### src/rtl/uart_frame_parser_if.sv
// rtl/uart_frame_parser_if.sv - byte-strobe input and framed-payload output bundle for uart_frame_parser
//
// Signals:
//   i_rx_data     [7:0]               received byte, meaningful only while i_rx_valid=1
//   i_rx_valid                        one-cycle byte strobe from the UART receiver
//   o_frame_data  [MAX_PAYLOAD*8-1:0] payload of the last good frame, byte k at [8k+7:8k]
//   o_frame_len   [7:0]               payload length of the last good frame
//   o_frame_valid                     one-cycle pulse per delivered good frame
//   o_frame_err                       one-cycle pulse per aborted frame
//   o_err_code    [1:0]               1=bad LEN, 2=checksum, 3=timeout; held until next error
// Modports:
//   master : upstream side, drives the byte strobe and observes the frame outputs
//   slave  : parser side, samples the byte strobe and drives the frame outputs
interface uart_frame_parser_if #(
  parameter int MAX_PAYLOAD = 16
);
  logic [7:0]               i_rx_data;
  logic                     i_rx_valid;
  logic [MAX_PAYLOAD*8-1:0] o_frame_data;
  logic [7:0]               o_frame_len;
  logic                     o_frame_valid;
  logic                     o_frame_err;
  logic [1:0]               o_err_code;

  modport master (
    output i_rx_data,
    output i_rx_valid,
    input  o_frame_data,
    input  o_frame_len,
    input  o_frame_valid,
    input  o_frame_err,
    input  o_err_code
  );

  modport slave (
    input  i_rx_data,
    input  i_rx_valid,
    output o_frame_data,
    output o_frame_len,
    output o_frame_valid,
    output o_frame_err,
    output o_err_code
  );
endinterface

### src/rtl/uart_frame_parser.sv
// rtl/uart_frame_parser.sv - assembles HEAD0 HEAD1 LEN payload[LEN] CHK frames from a UART byte stream
//
// Ports:
//   i_clk_sys  system clock
//   i_rst_n    asynchronous active-low reset
//   bus        uart_frame_parser_if.slave: byte strobe in, frame data/len/valid/err/code out
// Frames are verified with an 8-bit wrap-around sum over LEN and payload; a good frame
// updates o_frame_data/o_frame_len and pulses o_frame_valid, any abort pulses o_frame_err.
module uart_frame_parser #(
  parameter int                    DATA_WIDTH  = 8,
  parameter int                    MAX_PAYLOAD = 16,
  parameter logic [DATA_WIDTH-1:0] HEAD0       = 8'h55,
  parameter logic [DATA_WIDTH-1:0] HEAD1       = 8'hAA,
  parameter int                    CLK_FRE     = 50,
  parameter int                    TIMEOUT_US  = 2000
) (
  input logic                i_clk_sys,
  input logic                i_rst_n,
  uart_frame_parser_if.slave bus
);

  localparam int                    TO_CYC  = CLK_FRE * TIMEOUT_US;
  localparam int                    TO_W    = $clog2(TO_CYC + 1);
  localparam logic [TO_W-1:0]       TO_LAST = TO_W'(TO_CYC - 1);
  localparam int                    BUF_W   = MAX_PAYLOAD * DATA_WIDTH;
  localparam logic [DATA_WIDTH-1:0] MAX_LEN = DATA_WIDTH'(MAX_PAYLOAD);

  typedef enum logic [2:0] {
    S_IDLE,
    S_HEAD1,
    S_LEN,
    S_PAYLOAD,
    S_CHK
  } state_t;

  state_t                state_q,       state_d;
  logic [DATA_WIDTH-1:0] len_q,         len_d;
  logic [DATA_WIDTH-1:0] sum_q,         sum_d;
  logic [DATA_WIDTH-1:0] cnt_q,         cnt_d;
  logic [BUF_W-1:0]      buf_q,         buf_d;
  logic [TO_W-1:0]       to_cnt_q,      to_cnt_d;
  logic [BUF_W-1:0]      frame_data_q,  frame_data_d;
  logic [DATA_WIDTH-1:0] frame_len_q,   frame_len_d;
  logic                  frame_valid_q, frame_valid_d;
  logic                  frame_err_q,   frame_err_d;
  logic [1:0]            err_code_q,    err_code_d;

  always_comb begin
    state_d       = state_q;
    len_d         = len_q;
    sum_d         = sum_q;
    cnt_d         = cnt_q;
    buf_d         = buf_q;
    to_cnt_d      = to_cnt_q;
    frame_data_d  = frame_data_q;
    frame_len_d   = frame_len_q;
    frame_valid_d = 1'b0;
    frame_err_d   = 1'b0;
    err_code_d    = err_code_q;

    if (bus.i_rx_valid) begin
      // An accepted byte always restarts the gap timer, even on the expiry cycle.
      to_cnt_d = '0;
      case (state_q)
        S_IDLE: begin
          if (bus.i_rx_data == HEAD0) state_d = S_HEAD1;
        end
        S_HEAD1: begin
          // A repeated HEAD0 may be the real start of a frame, so keep waiting for HEAD1.
          if (bus.i_rx_data == HEAD1)      state_d = S_LEN;
          else if (bus.i_rx_data != HEAD0) state_d = S_IDLE;
        end
        S_LEN: begin
          if (bus.i_rx_data == '0 || bus.i_rx_data > MAX_LEN) begin
            frame_err_d = 1'b1;
            err_code_d  = 2'd1;
            state_d     = S_IDLE;
          end else begin
            len_d   = bus.i_rx_data;
            sum_d   = bus.i_rx_data;
            cnt_d   = '0;
            // Clearing here keeps bytes of a longer earlier frame out of the upper lanes.
            buf_d   = '0;
            state_d = S_PAYLOAD;
          end
        end
        S_PAYLOAD: begin
          for (int k = 0; k < MAX_PAYLOAD; k++) begin
            if (cnt_q == DATA_WIDTH'(k)) buf_d[k*DATA_WIDTH +: DATA_WIDTH] = bus.i_rx_data;
          end
          sum_d = sum_q + bus.i_rx_data;
          cnt_d = cnt_q + DATA_WIDTH'(1);
          if (cnt_d == len_q) state_d = S_CHK;
        end
        S_CHK: begin
          if (bus.i_rx_data == sum_q) begin
            frame_data_d  = buf_q;
            frame_len_d   = len_q;
            frame_valid_d = 1'b1;
          end else begin
            frame_err_d = 1'b1;
            err_code_d  = 2'd2;
          end
          state_d = S_IDLE;
        end
        default: state_d = S_IDLE;
      endcase
    end else if (state_q == S_IDLE) begin
      to_cnt_d = '0;
    end else if (to_cnt_q == TO_LAST) begin
      frame_err_d = 1'b1;
      err_code_d  = 2'd3;
      state_d     = S_IDLE;
      to_cnt_d    = '0;
    end else begin
      to_cnt_d = to_cnt_q + TO_W'(1);
    end
  end

  always_ff @(posedge i_clk_sys or negedge i_rst_n) begin
    if (!i_rst_n) begin
      state_q       <= S_IDLE;
      len_q         <= '0;
      sum_q         <= '0;
      cnt_q         <= '0;
      buf_q         <= '0;
      to_cnt_q      <= '0;
      frame_data_q  <= '0;
      frame_len_q   <= '0;
      frame_valid_q <= 1'b0;
      frame_err_q   <= 1'b0;
      err_code_q    <= 2'd0;
    end else begin
      state_q       <= state_d;
      len_q         <= len_d;
      sum_q         <= sum_d;
      cnt_q         <= cnt_d;
      buf_q         <= buf_d;
      to_cnt_q      <= to_cnt_d;
      frame_data_q  <= frame_data_d;
      frame_len_q   <= frame_len_d;
      frame_valid_q <= frame_valid_d;
      frame_err_q   <= frame_err_d;
      err_code_q    <= err_code_d;
    end
  end

  assign bus.o_frame_data  = frame_data_q;
  assign bus.o_frame_len   = frame_len_q;
  assign bus.o_frame_valid = frame_valid_q;
  assign bus.o_frame_err   = frame_err_q;
  assign bus.o_err_code    = err_code_q;

endmodule

### src/flat_wrapper.sv
// flat-port wrapper written by rule: the top's interface ports become plain ports
module uart_frame_parser_flat 
#(
  parameter int                    DATA_WIDTH  = 8,
  parameter int                    MAX_PAYLOAD = 16,
  parameter logic [DATA_WIDTH-1:0] HEAD0       = 8'h55,
  parameter logic [DATA_WIDTH-1:0] HEAD1       = 8'hAA,
  parameter int                    CLK_FRE     = 50,
  parameter int                    TIMEOUT_US  = 2000
)
  (i_clk_sys, i_rst_n, bus_i_rx_data, bus_i_rx_valid, bus_o_frame_data, bus_o_frame_len, bus_o_frame_valid, bus_o_frame_err, bus_o_err_code);
  uart_frame_parser_if #(.MAX_PAYLOAD(MAX_PAYLOAD)) bus_i ();
  input logic i_clk_sys;
  input logic i_rst_n;
  input wire logic [$bits(bus_i.i_rx_data)-1:0] bus_i_rx_data;
  input wire logic [$bits(bus_i.i_rx_valid)-1:0] bus_i_rx_valid;
  output wire logic [$bits(bus_i.o_frame_data)-1:0] bus_o_frame_data;
  output wire logic [$bits(bus_i.o_frame_len)-1:0] bus_o_frame_len;
  output wire logic [$bits(bus_i.o_frame_valid)-1:0] bus_o_frame_valid;
  output wire logic [$bits(bus_i.o_frame_err)-1:0] bus_o_frame_err;
  output wire logic [$bits(bus_i.o_err_code)-1:0] bus_o_err_code;
  assign bus_i.i_rx_data = bus_i_rx_data;
  assign bus_i.i_rx_valid = bus_i_rx_valid;
  assign bus_o_frame_data = bus_i.o_frame_data;
  assign bus_o_frame_len = bus_i.o_frame_len;
  assign bus_o_frame_valid = bus_i.o_frame_valid;
  assign bus_o_frame_err = bus_i.o_frame_err;
  assign bus_o_err_code = bus_i.o_err_code;
  uart_frame_parser #(.DATA_WIDTH(DATA_WIDTH), .MAX_PAYLOAD(MAX_PAYLOAD), .HEAD0(HEAD0), .HEAD1(HEAD1), .CLK_FRE(CLK_FRE), .TIMEOUT_US(TIMEOUT_US)) u_core (.i_clk_sys(i_clk_sys), .i_rst_n(i_rst_n), .bus(bus_i));
endmodule
### config.mk
export PLATFORM = sky130hd
export DESIGN_NAME = uart_frame_parser_flat
export DESIGN_NICKNAME = d
export VERILOG_FILES = /design/src/rtl/uart_frame_parser_if.sv /design/src/rtl/uart_frame_parser.sv /design/src/flat_wrapper.sv
export SDC_FILE = /design/constraint.sdc
export NUM_CORES = 1
export LEC_CHECK = 0
export ABC_CLOCK_PERIOD_IN_PS = 6000
export BUFFER_PORTS_ARGS = -buffer_cell sky130_fd_sc_hd__buf_2
export CAP_MARGIN = 20
export CORE_AREA = 2 2 173 175
export DETAILED_ROUTE_END_ITERATION = 10
export DIE_AREA = 0 0 175 177
export GPL_ROUTABILITY_DRIVEN = 1
export GPL_TIMING_DRIVEN = 0
export PLACE_DENSITY_LB_ADDON = 0.1
export SKIP_LAST_GASP = 1
export SLEW_MARGIN = 5
export SYNTH_ARGS = -nofsm -noshare
export SYNTH_HDL_FRONTEND = slang
export SYNTH_SLANG_ARGS = --single-unit
### constraint.sdc
create_clock -name i_clk_sys -period 6 [get_ports i_clk_sys]
set_input_delay 0.3 -clock i_clk_sys [delete_from_list [all_inputs] [get_ports i_clk_sys]]
set_output_delay 0.3 -clock i_clk_sys [all_outputs]
set_load 0.03 [all_outputs]
==> metrics.yaml <==
placed_design:
  placed_cells: 1751
  port_buffers: 150
  place_area_um2: 14200
  place_congestion: 0.807
  dpl_worst_slack_ns: 2.78
  hpwl_um: 20700
global_route:
  grt_antenna_before_repair: 0
  grt_pass1_wl_um: 49900
  grt_overflow: 0
  grt_max_degree: 114
  grt_pass1_vias: 8945
  grt.total_usage_pct: 20.6
finish:
  final_area_um2: 15400
  synthToLayoutAreaGrowth_pct: 19.4
  n_fill_cell: 2721
  stdcell_count: 1813
  multiInputGateArea_um2: 4770
  n_antenna_cell: 0
  drive_gt1_share_pct: 24.9
  seqCellArea_um2: 7810
  fin_nets: 1423
  fin_util_pct: 52.7
power_and_ir_drop:
  seqPwrFrac_pct: 48.0
  p_sw_share_pct: 20.6
  power_mw: 4.39
  p_comb_share_pct: 1.7
  cellInternalPower_mw: 3.48
  power.share.clock_pct: 50.3
  p_leak_nw: 8.46
  ir_drop_uv: 162
  powerDensity_nw_per_um2: 285
  p_sw_uw: 905
clock_network:
  clock_sinks: 312
  clockBufferDepth: 3
  insertion_delay_ns: 0.51
  cts_tree: "built"
  cts.clk_slew.worst_paths_ns: 0.06
  htreeDepth: 2
  root_buffer: "clkbuf_16"
  numCtsBuffers: 35
route:
  wl_um: 31200
  routed_via_density: 4.94
  dr_total_vias: 8954
  first_pass_iters: 4
  drt_iter0_drc: 518
  drtAntennaViolNets: 0
  drc: 0
  wire_per_inst_um: 17.2
die:
  initial_core_util_pct: 44.2
  fp.dieH_um: 177
  die-area_um2: 31000
  core_area_um2: 29200
  rows: 63
  die_x_um: 175
  ios: 151
worst_setup_path:
  crit_fanout: 10
  crit_slowest_cell: "clkbuf_1"
  reg2reg_to: "u_core.bus.o_frame_data[114]"
  worstPathCellList: "clkbuf_1 -> nor4bb_1 -> nand4_1 -> clkbuf_1 -> clkbuf_1 -> clkbuf_1 -> nand2_1 -> nand2_1"
  critPathCaptureType: "flip-flop"
  r2r_slack_ns: 2.85
  cpPeakStageDelay_ns: 0.71
  r2r-start: "u_core.state_q[0]"
  worst_r2r_path_depth: 8
  timing_worst_setup_path_type: "reg2reg"
  worst_ep_arrival_time_ns: 3.60
  startpoint_type: "flip-flop"
  cp_common_cell: "clkbuf_1"
  cp.required_ns: 6.45
worst_hold_path:
  hp-start: "bus_i_rx_data[1]"
  hold_class: "in2reg"
  hold_depth: 2
  min_to: "u_core.len_q[1]"
synthesis:
  synth_warnings: 0
  yosys_register_bits: 312
  synthCells: 1209
  synthFlopType: "dfrtp_1"
  synth_compound_area_share_pct: 3.62
  synth_largest_area_cell: "dfrtp_1"
  synth_xor_area_share_pct: 1.90
  synthesis.area_um2: 12900
  syn_nets: 1233
  synthAdderAreaFrac_pct: 1.32
  synth_simple_gate_area_share_pct: 18.4
  synthMuxAreaShare_pct: 11.7
  yosys-top-cells-area: "dfrtp_1, nand2_1, mux2_2"
  synth_top_family_by_area: "simple AND/OR/NAND/NOR gates"
  synth.yosys.seq_area_share_pct: 60.5
  async_reset_ff_share_pct: 100
  synth_top_area_share_pct: 60.5
  yosysUniqueCellTypes: 57
  synth_edf_count: 0
  syn_area_per_cell_um2: 10.7
timing:
  layout_setup_ws_ns: 2.85
  max_freq_mhz: 317
  max_slew_margin_pct: 38.2
  rsz0062_at_grt: "no"
  period_share_pct: 52.5
  slew_violations: 0
  final.min_clock_period_ns: 3.15
  fin_worst_skew_ns: 0.0171
  finalHoldViolations: 0
  setup_violations: 0
  tightest_slew_ns: 0.927
run_status:
  status: "completed"
flow_run:
  cap_violations: 0
[logic make-up (layout without fill, tap and decap cells)]
logic type                 count (synthesis)  count (layout)
DFF                                      312             312
AOI/OAI and AO/OA                         72              72
buffers and inverters                     82             296
muxes                                    134             134
adders and majority gates                 13              13
xor gates and xnor gates                  28              28
and+or+nand+nor                          568             568
[area by class of cell]
type / instances / area share [%]
Tap cell: 390 / 3.16
Clock buffer: 52 / 6.95
Buffer: 72 / 1.94
Inverter: 10 / 0.243
Timing Repair Buffer: 153 / 5.35
Multi-Input combinational cell: 815 / 30.9
Sequential cell: 312 / 50.6
Clock inverter: 9 / 0.795
[worst max path at each step]
stage / start / endpoint / slack, ns / depth (start not counted)
2_1_floorplan: u_core.cnt_q[0] / u_core.state_q[1] / 3.90 / 8
3_3_place_gp: i_rst_n / u_core.buf_q[93] / -1.44 / 1
3_5_place_dp: bus_i_rx_data[3] / u_core.bus.o_frame_data[114] / 2.78 / 9
4_1_cts: u_core.state_q[0] / u_core.bus.o_frame_data[114] / 2.78 / 8
5_1_grt: u_core.state_q[0] / u_core.bus.o_frame_data[114] / 2.63 / 8
6_report: u_core.state_q[0] / u_core.bus.o_frame_data[114] / 2.85 / 8
[sequential cells by signal, summed over array words and instances, names as in the netlist]
name and cells:
u_core.buf_q 128, u_core.bus.o_err_code 2, u_core.bus.o_frame_data 128, u_core.bus.o_frame_err 1
u_core.bus.o_frame_len 8, u_core.bus.o_frame_valid 1, u_core.cnt_q 8, u_core.len_q 8
u_core.state_q 3, u_core.sum_q 8, u_core.to_cnt_q 17
[worst max-delay path, delay by kind of cell, from the launching register on]
kind	cells	cell delay [ns]
flops	1	0.41
simple gates	4	0.51
buf+inv	4	2.17
[power groups by stage]
stage,Combinational [mW],Clock (mW),Sequential [mW]
after detailed placement,0.0784,0,2.14
after global routing,0.0876,2.35,2.11
final,0.0752,2.21,2.11
after floorplan,0.0154,0,2.15
after CTS,0.0791,2.25,2.11
after global placement,0.0724,0,2.15
[metal layers]
layer | routed length (um) | GRT usage [%] | vias to the layer above
li1 | - | - | 4325
met1 | 14700 | 28.9 | 4383
met2 | 14200 | 32.7 | 202
met3 | 1800 | 4.68 | 44
met4 | 593 | 5.49 | 0
met5 | 0 | 0 | -
[through the flow]
step                hold WS [ns]  TNS [ns]
floorplan                0.00441         0
global placement           0.443   -436.90
detailed placement         0.422         0
CTS                        0.131         0
global route               0.162         0
finish                     0.158         0
[layout by cell type, fill, tap and decap left out, types with 5 or more instances in the layout]
| cell | count |
|---|---|
| ha_1 | 12 |
| nor4_1 | 5 |
| o21ai_0 | 19 |
| xor2_1 | 12 |
| xnor2_1 | 16 |
| nand2b_1 | 5 |
| clkbuf_16 | 37 |
| inv_1 | 10 |
| mux2_2 | 116 |
| nand3_1 | 13 |
| clkbuf_8 | 9 |
| nand2_1 | 442 |
| nor2_2 | 7 |
| buf_1 | 9 |
| buf_2 | 163 |
| a21oi_1 | 18 |
| clkinv_2 | 5 |
| clkbuf_1 | 53 |
| dfrtp_1 | 312 |
| nor3_1 | 9 |
| mux2_1 | 17 |
| and3_1 | 12 |
| and2_1 | 7 |
| a21o_1 | 8 |
| nor2_1 | 36 |
| nand4_1 | 8 |
[Yosys cell counts (all sizes together) (2+ instances only)]
cell type	n
a21boi	2
a21o	8
a21oi	18
a31oi	3
and2	7
and3	12
and4	2
buf	25
clkbuf	47
dfrtp	312
ha	12
inv	10
mux2	133
nand2	442
nand2b	5
nand3	13
nand4	9
nor2	43
nor2b	4
nor3	10
nor3b	2
nor4	5
o211ai	5
o21a	3
o21ai	19
o31ai	4
or2	4
or3	3
or4	3
xnor2	16
xor2	12
[timing repair]
action / CTS / global route
setup buffers: 0 / 0
resized for setup: 0 / 0
hold endpoints to repair: 105 / 0
hold buffers: 1 / 0
No activity file was read; power rests on OpenSTA's default activity.
